`config.mk`:
```
export PLATFORM = sky130hd
export DESIGN_NAME = weight_fifo
export DESIGN_NICKNAME = d
export VERILOG_FILES = /design/src/rtl/weight_fifo.sv
export SDC_FILE = /design/constraint.sdc
export NUM_CORES = 2
export LEC_CHECK = 0
export ABC_CLOCK_PERIOD_IN_PS = 800
export BUFFER_PORTS_ARGS = -buffer_cell sky130_fd_sc_hd__buf_2
export CAP_MARGIN = 30
export CORE_UTILIZATION = 25
export CTS_BUF_LIST = sky130_fd_sc_hd__clkbuf_16
export DETAILED_ROUTE_END_ITERATION = 16
export GPL_ROUTABILITY_DRIVEN = 0
export HOLD_SLACK_MARGIN = 0.12
export RECOVER_POWER = 25
export SLEW_MARGIN = 20
export SYNTH_ARGS = -nofsm -noshare
export SYNTH_HDL_FRONTEND = slang
export SYNTH_SLANG_ARGS = --single-unit
```
`constraint.sdc`:
```
create_clock -name clk -period 0.8 [get_ports clk]
set_clock_uncertainty 0.1 [all_clocks]
set_input_delay 0.16 -clock clk [delete_from_list [all_inputs] [get_ports clk]]
set_output_delay 0.16 -clock clk [all_outputs]
set_load 0.02 [all_outputs]
```
`src/rtl/weight_fifo.sv`:
```
// -----------------------------------------------------------------------------
// weight_fifo
//
// A bank of independent per-lane shift-register FIFOs. They buffer systolic
// array weights between the weight memory and the array. Each lane is a chain
// of FIFO_DEPTH data registers, and the chain advances only when that lane's
// enable bit is high. There are no full or empty flags. The external
// controller counts shifts.
//
// Parameters:
//   FIFO_INPUTS  number of independent lanes
//   FIFO_DEPTH   register stages per lane (>= 1)
//   DATA_WIDTH   bits per weight word
//
// Ports:
//   clk        rising-edge clock
//   reset      asynchronous, active-low; clears every stage
//   en         per-lane shift enable, bit i controls lane i
//   weightIn   lane i word = weightIn[i*DATA_WIDTH +: DATA_WIDTH]
//   weightOut  last stage of each lane, packed the same way (registered)
//   valid_in   per-lane tag shifted alongside the data   (WEIGHT_FIFO_VALID_EN)
//   valid_out  tag of the last stage of each lane        (WEIGHT_FIFO_VALID_EN)
//
// Build option:
//   WEIGHT_FIFO_VALID_EN  defining this macro adds a 1-bit tag chain per lane.
//                         The consumer uses the tags to ignore zero-fill and
//                         padding. The data path is the same in both builds.
// -----------------------------------------------------------------------------
module weight_fifo #(
    parameter int FIFO_INPUTS = 16,
    parameter int FIFO_DEPTH  = 16,
    parameter int DATA_WIDTH  = 8
) (
    input  logic                              clk,
    input  logic                              reset,
    input  logic [FIFO_INPUTS-1:0]            en,
    input  logic [FIFO_INPUTS*DATA_WIDTH-1:0] weightIn,
`ifdef WEIGHT_FIFO_VALID_EN
    input  logic [FIFO_INPUTS-1:0]            valid_in,
    output logic [FIFO_INPUTS-1:0]            valid_out,
`endif
    output logic [FIFO_INPUTS*DATA_WIDTH-1:0] weightOut
);

    // Stage 0 is the write end and stage FIFO_DEPTH-1 is the output end.
    logic [DATA_WIDTH-1:0] stage_q [FIFO_INPUTS][FIFO_DEPTH];
    logic [DATA_WIDTH-1:0] stage_d [FIFO_INPUTS][FIFO_DEPTH];

    always_comb begin
        // NOTE: take a full default from the current state before any
        // conditional update, so no path leaves stage_d unassigned (no latch).
        stage_d = stage_q;
        for (int i = 0; i < FIFO_INPUTS; i++) begin
            if (en[i]) begin
                stage_d[i][0] = weightIn[i*DATA_WIDTH +: DATA_WIDTH];
                // When FIFO_DEPTH is 1 this loop is empty. The lane is then a
                // single enabled register.
                for (int k = 1; k < FIFO_DEPTH; k++) begin
                    stage_d[i][k] = stage_q[i][k-1];
                end
            end
        end
    end

    always_ff @(posedge clk or negedge reset) begin
        if (!reset) begin
            // NOTE: every stage is reset, not only the output stage. A reset
            // during a fill must discard partial contents, and the zero-fill
            // behind the first real word is part of the observable stream.
            for (int i = 0; i < FIFO_INPUTS; i++) begin
                for (int k = 0; k < FIFO_DEPTH; k++) begin
                    stage_q[i][k] <= '0;
                end
            end
        end else begin
            // NOTE: use non-blocking assignments so that every stage samples
            // its neighbour's pre-edge value.
            stage_q <= stage_d;
        end
    end

    // The output comes straight from the last flop of each lane. There is no
    // combinational path from weightIn or en.
    always_comb begin
        weightOut = '0;
        for (int i = 0; i < FIFO_INPUTS; i++) begin
            weightOut[i*DATA_WIDTH +: DATA_WIDTH] = stage_q[i][FIFO_DEPTH-1];
        end
    end

`ifdef WEIGHT_FIFO_VALID_EN
    // The tag chain is a parallel 1-bit shadow of the data chain. It shifts
    // under the same enable, so a tag always travels with its data word.
    logic [FIFO_DEPTH-1:0] tag_q [FIFO_INPUTS];
    logic [FIFO_DEPTH-1:0] tag_d [FIFO_INPUTS];

    always_comb begin
        tag_d = tag_q;
        for (int i = 0; i < FIFO_INPUTS; i++) begin
            if (en[i]) begin
                tag_d[i][0] = valid_in[i];
                for (int k = 1; k < FIFO_DEPTH; k++) begin
                    tag_d[i][k] = tag_q[i][k-1];
                end
            end
        end
    end

    always_ff @(posedge clk or negedge reset) begin
        if (!reset) begin
            for (int i = 0; i < FIFO_INPUTS; i++) begin
                tag_q[i] <= '0;
            end
        end else begin
            tag_q <= tag_d;
        end
    end

    always_comb begin
        valid_out = '0;
        for (int i = 0; i < FIFO_INPUTS; i++) begin
            valid_out[i] = tag_q[i][FIFO_DEPTH-1];
        end
    end
`endif

endmodule

```
# == Word-level counts from Yosys, hierarchy flattened ==
# Index checks and enable logic that the tools add are counted.
# totals
regBits,2048
elab_cells,256
out_inout_bits,128

# == Logic depth before layout (Yosys ltp) ==
# logic_depth
word_depth,0
depth_mapped,3

# == Least setup slack after synthesis ==
# Ideal clock, no wire load.
# synth_path
path_kind,input to register
start,in en[8]
end,reg stage_q[1023] in the netlist's numbering
setup_ps,125
slack_ps,-198
n_path_buf,2
arrival_time_ps,773
path_stages,3
required_time_ps,575
path_cell_list,buf_6 > clkbuf_8 > mux2_2
# synth_rtl
item,line,rtl
start: declaration,36,"input logic [FIFO_INPUTS-1:0] en,"
end signal: assignment,78,stage_q <= stage_d;
end: declaration,46,logic [DATA_WIDTH-1:0] stage_q [FIFO_INPUTS][FIFO_DEPTH];
# No word-level cell between the ends.

# == Final worst setup path ==
# layout_path
start,reg stage_q (netlist bit weightOut[83])
end,out weightOut[83]
# layout_rtl
item,line,rtl
end: declaration,42,output logic [FIFO_INPUTS*DATA_WIDTH-1:0] weightOut
# No word-level cell between the ends.

==> impl_results.html <==
<table>
<tr><th>Metric</th><th>Value</th></tr>
<tr><th colspan="2">Synth</th></tr>
<tr><td>Cell variety after synth</td><td>5</td></tr>
<tr><td>Post-Synthesis Net Count</td><td>roughly 4600</td></tr>
<tr><td>Register area share after synthesis</td><td>0.656</td></tr>
<tr><td>Mean Syn Cell Area</td><td>between 15 and 20 sq um</td></tr>
<tr><td>Number of storage elements in the synthesis netlist</td><td>2048</td></tr>
<tr><td>Gate count of the mapped netlist</td><td>between 4000 and 5000</td></tr>
<tr><td>Ys Warns</td><td>0</td></tr>
<tr><td>Total standard cell area after synthesis</td><td>0.0781 sq mm</td></tr>
<tr><th colspan="2">Global routing</th></tr>
<tr><td>First-pass GRT wire length</td><td>roughly 220 mm</td></tr>
<tr><td>Overall track demand over capacity in global routing</td><td>0.0808</td></tr>
<tr><td>Largest net degree at the start of global routing</td><td>~100</td></tr>
<tr><td>GRT overflow</td><td>0</td></tr>
<tr><td>Vias in the first global route</td><td>about 40000</td></tr>
<tr><td>Antenna violations before repair</td><td>1</td></tr>
<tr><th colspan="2">Timing</th></tr>
<tr><td>Fmax</td><td>between 0.5 and 0.6 GHz</td></tr>
<tr><td>Summed negative setup slack over all endpoints</td><td>-551480 ps</td></tr>
<tr><td>Unrepaired setup endpoints after global routing</td><td>true</td></tr>
<tr><td>Fin worst setup slack</td><td>-934 ps</td></tr>
<tr><td>Time the final worst path needs with I/O delays and setup</td><td>between 1500 and 2000 ps</td></tr>
<tr><td>Hold Violations, Final</td><td>around 1100</td></tr>
<tr><td>Worst slew margin relative to its limit</td><td>0.491</td></tr>
<tr><td>Number of setup violations in the final report</td><td>3559</td></tr>
<tr><td>Total count of max-transition violations in the final report</td><td>0</td></tr>
<tr><td>Tightest hold margin</td><td>-337 ps</td></tr>
<tr><td>Worst-margin pin slew</td><td>about 760 ps</td></tr>
<tr><td>Fin crit share</td><td>2.17</td></tr>
<tr><th colspan="2">Detailed routing</th></tr>
<tr><td>Via count</td><td>between 30000 and 40000</td></tr>
<tr><td>Drc violations</td><td>0</td></tr>
<tr><td>Post-route antenna net violation count</td><td>0</td></tr>
<tr><td>Wire length reported by the detailed router</td><td>roughly 130 mm</td></tr>
<tr><td>Violation count after the first detailed-route iteration</td><td>1520</td></tr>
<tr><td>Routed len/inst</td><td>around 13 um</td></tr>
<tr><td>Detail-routed via count per cell</td><td>between 3 and 4</td></tr>
<tr><td>Number of iterations in the first detailed-routing pass</td><td>4</td></tr>
<tr><th colspan="2">Power</th></tr>
<tr><td>Power per standard cell area</td><td>3440 mW/mm^2</td></tr>
<tr><td>Clock network power share</td><td>0.293</td></tr>
<tr><td>Net switching power</td><td>~84 mW</td></tr>
<tr><td>Internal power consumption</td><td>about 240 mW</td></tr>
<tr><td>Worst vdd rail ir drop</td><td>1.90 mV</td></tr>
<tr><td>Relative contribution of sequential cells to total power</td><td>0.503</td></tr>
<tr><td>Power share of the combinational group</td><td>0.204</td></tr>
<tr><td>Proportion of total power due to net switching</td><td>0.256</td></tr>
<tr><td>Total power draw</td><td>329 mW</td></tr>
<tr><td>Leakage power figure</td><td>between 40 and 50 nW</td></tr>
<tr><th colspan="2">Critical path</th></tr>
<tr><td>WS Path Type</td><td>reg -&gt; out</td></tr>
<tr><td>Startpoint Class</td><td>register</td></tr>
<tr><td>Data required time at the worst endpoint</td><td>roughly 540 ps</td></tr>
<tr><td>Critical-path cell with the highest stage delay</td><td>sky130_fd_sc_hd__dfrtp_2</td></tr>
<tr><td>Critical path, cell by cell</td><td>buf_6</td></tr>
<tr><td>Worst Path Buf+Inv</td><td>1</td></tr>
<tr><td>Maximum fanout count along the critical path</td><td>2</td></tr>
<tr><td>Category of the worst setup path capture point</td><td>primary output</td></tr>
<tr><td>Worst path arrival time</td><td>1470 ps</td></tr>
<tr><td>Max stage delay on crit path</td><td>470 ps</td></tr>
<tr><td>Top Family by Delay on Critical Path</td><td>flip-flops</td></tr>
<tr><th colspan="2">Floorplan</th></tr>
<tr><td>Die width</td><td>around 560 um</td></tr>
<tr><td>Effective utilization at floorplan</td><td>0.252</td></tr>
<tr><td>Site Rows</td><td>204</td></tr>
<tr><td>Total I/O pin count</td><td>about 270</td></tr>
<tr><td>Placeable core region</td><td>roughly 0.31 sq mm</td></tr>
<tr><td>Die Footprint</td><td>0.315 sq mm</td></tr>
<tr><td>Die boundary height</td><td>around 560 um</td></tr>
<tr><th colspan="2">Hold path</th></tr>
<tr><td>Worst Hold Class</td><td>in -&gt; reg</td></tr>
<tr><th colspan="2">Clock tree</th></tr>
<tr><td>Clk pin slew, worst setup/hold paths</td><td>~60 ps</td></tr>
<tr><td>Clock Latency Late Sink</td><td>840 ps</td></tr>
<tr><td>Clk buf depth</td><td>4</td></tr>
<tr><td>Clock buffers created by TritonCTS</td><td>between 200 and 250</td></tr>
<tr><td>Clock root buffer master</td><td>sky130_fd_sc_hd__clkbuf_16</td></tr>
<tr><td>Number of clock sinks seen by CTS</td><td>2048</td></tr>
<tr><td>Count of H-tree levels built during CTS</td><td>4</td></tr>
<tr><td>Clock tree from TritonCTS</td><td>yes</td></tr>
<tr><th colspan="2">Layout</th></tr>
<tr><td>Growth of design area from synthesis to finish</td><td>22.7%</td></tr>
<tr><td>Number of nets in the layout</td><td>approximately 5200</td></tr>
<tr><td>Top library cells by usage in the layout, fill and taps aside</td><td>2036 x sky130_fd_sc_hd__dfrtp_1, 1579 x sky130_fd_sc_hd__mux2_2, 469 x sky130_fd_sc_hd__mux2_4</td></tr>
<tr><td>Leading cell type in the layout, fill and taps excluded</td><td>sky130_fd_sc_hd__dfrtp_1</td></tr>
<tr><td>Fill cell total of the finished layout</td><td>roughly 30000</td></tr>
<tr><td>Share of final-layout standard cells stronger than drive strength 1</td><td>0.564</td></tr>
<tr><th colspan="2">Placement</th></tr>
<tr><td>Port Buffers</td><td>273</td></tr>
<tr><td>Detail Placement HPWL</td><td>a little over 80 mm</td></tr>
<tr><th colspan="2">Run status</th></tr>
<tr><td>Violations in the final reports</td><td>negative hold slack, negative setup slack</td></tr>
<tr><td>Result of the run</td><td>finished, violations left</td></tr>
<tr><th colspan="2">Job</th></tr>
<tr><td>Number of maximum-capacitance constraint violations</td><td>0</td></tr>
</table>
-- path summary, 6_finish.rpt --
kind,from,to,slack [ps],cells after the start
min in group asynchronous,reset,stage_q[748]$_DFFE_PN0P_,-60,4
max in group asynchronous,reset,weightOut[1]$_DFFE_PN0P_,-790,6
min,en[10],stage_q[687]$_DFFE_PN0P_,-340,2
max,weightOut[83]$_DFFE_PN0P_,weightOut[83],-930,1
min reg2reg,stage_q[2012]$_DFFE_PN0P_,stage_q[2004]$_DFFE_PN0P_,360,1
max reg2reg,weightOut[40]$_DFFE_PN0P_,weightOut[40]$_DFFE_PN0P_,-350,3
-- final cells by class --
cell class / instances / area (sq um) / share of cell area
antenna: 1 / 2.50 / 0.0000261
clock buffer: 219 / 5480 / 0.0572
clock inverter: 179 / 1400 / 0.0147
multi-input combinational: 2048 / 24800 / 0.259
sequential: 2048 / 51300 / 0.535
tap: 4120 / 5150 / 0.0538
timing repair buffer: 765 / 7680 / 0.0802
-- kinds of logic (layout without fill, tap and decap cells) --
logic type / Yosys count / after routing / synth area share
other: 0 / 1 / 0
buffers and inverters: 352 / 1163 / 0.0487
multiplexers: 2048 / 2048 / 0.295
flip-flops: 2048 / 2048 / 0.656
-- timing repair --
action,in CTS,in global routing
resized for setup,410,183
endpoints found under the hold margin,4096,2937
setup buffers,53,20
setup endpoints to repair,2176,2564
gates cloned,0,0
hold buffers,161,7
pin swaps,0,0
-- metal layers --
metal	up-vias	wire (um)	GRT usage
met5	-	0	0
met4	0	4260	0.0323
met3	252	4640	0.0154
met2	420	58500	0.128
met1	19100	58900	0.109
li1	16900	-	-
-- synthesized netlist by cell type (all sizes together) --
| library cell | count | area share |
|---|---|---|
| clkbuf | 128 | 0.023 |
| buf | 224 | 0.026 |
| mux2 | 2048 | 0.30 |
| dfrtp | 2048 | 0.66 |
-- per-stage QoR --
step	std cells	worst slack, ps	hold slack [ps]	area [sq um]	util
floorplan	4448	-181	-236	79600	-
global placement	8757	-441	180	85000	0.274
detailed placement	8757	-456	183	85000	0.274
CTS	9369	-1060	-556	95200	0.307
global route	9380	-1030	-397	95800	0.309
finish	9380	-934	-337	95800	0.309
-- power groups by stage --
stage	Sequential (mW)	Clock (mW)	Combinational (mW)
floorplan	157	0	51.0
global placement	165	0	55.3
detailed placement	166	0	57.6
CTS	166	100	65.9
global route	171	105	72.9
finish	166	96.4	67.3
-- registers in the layout (all words and copies together), names as in the netlist --
signal and flops:
stage_q 1920, weightOut 128
No activity file was read; power rests on OpenSTA's default activity.
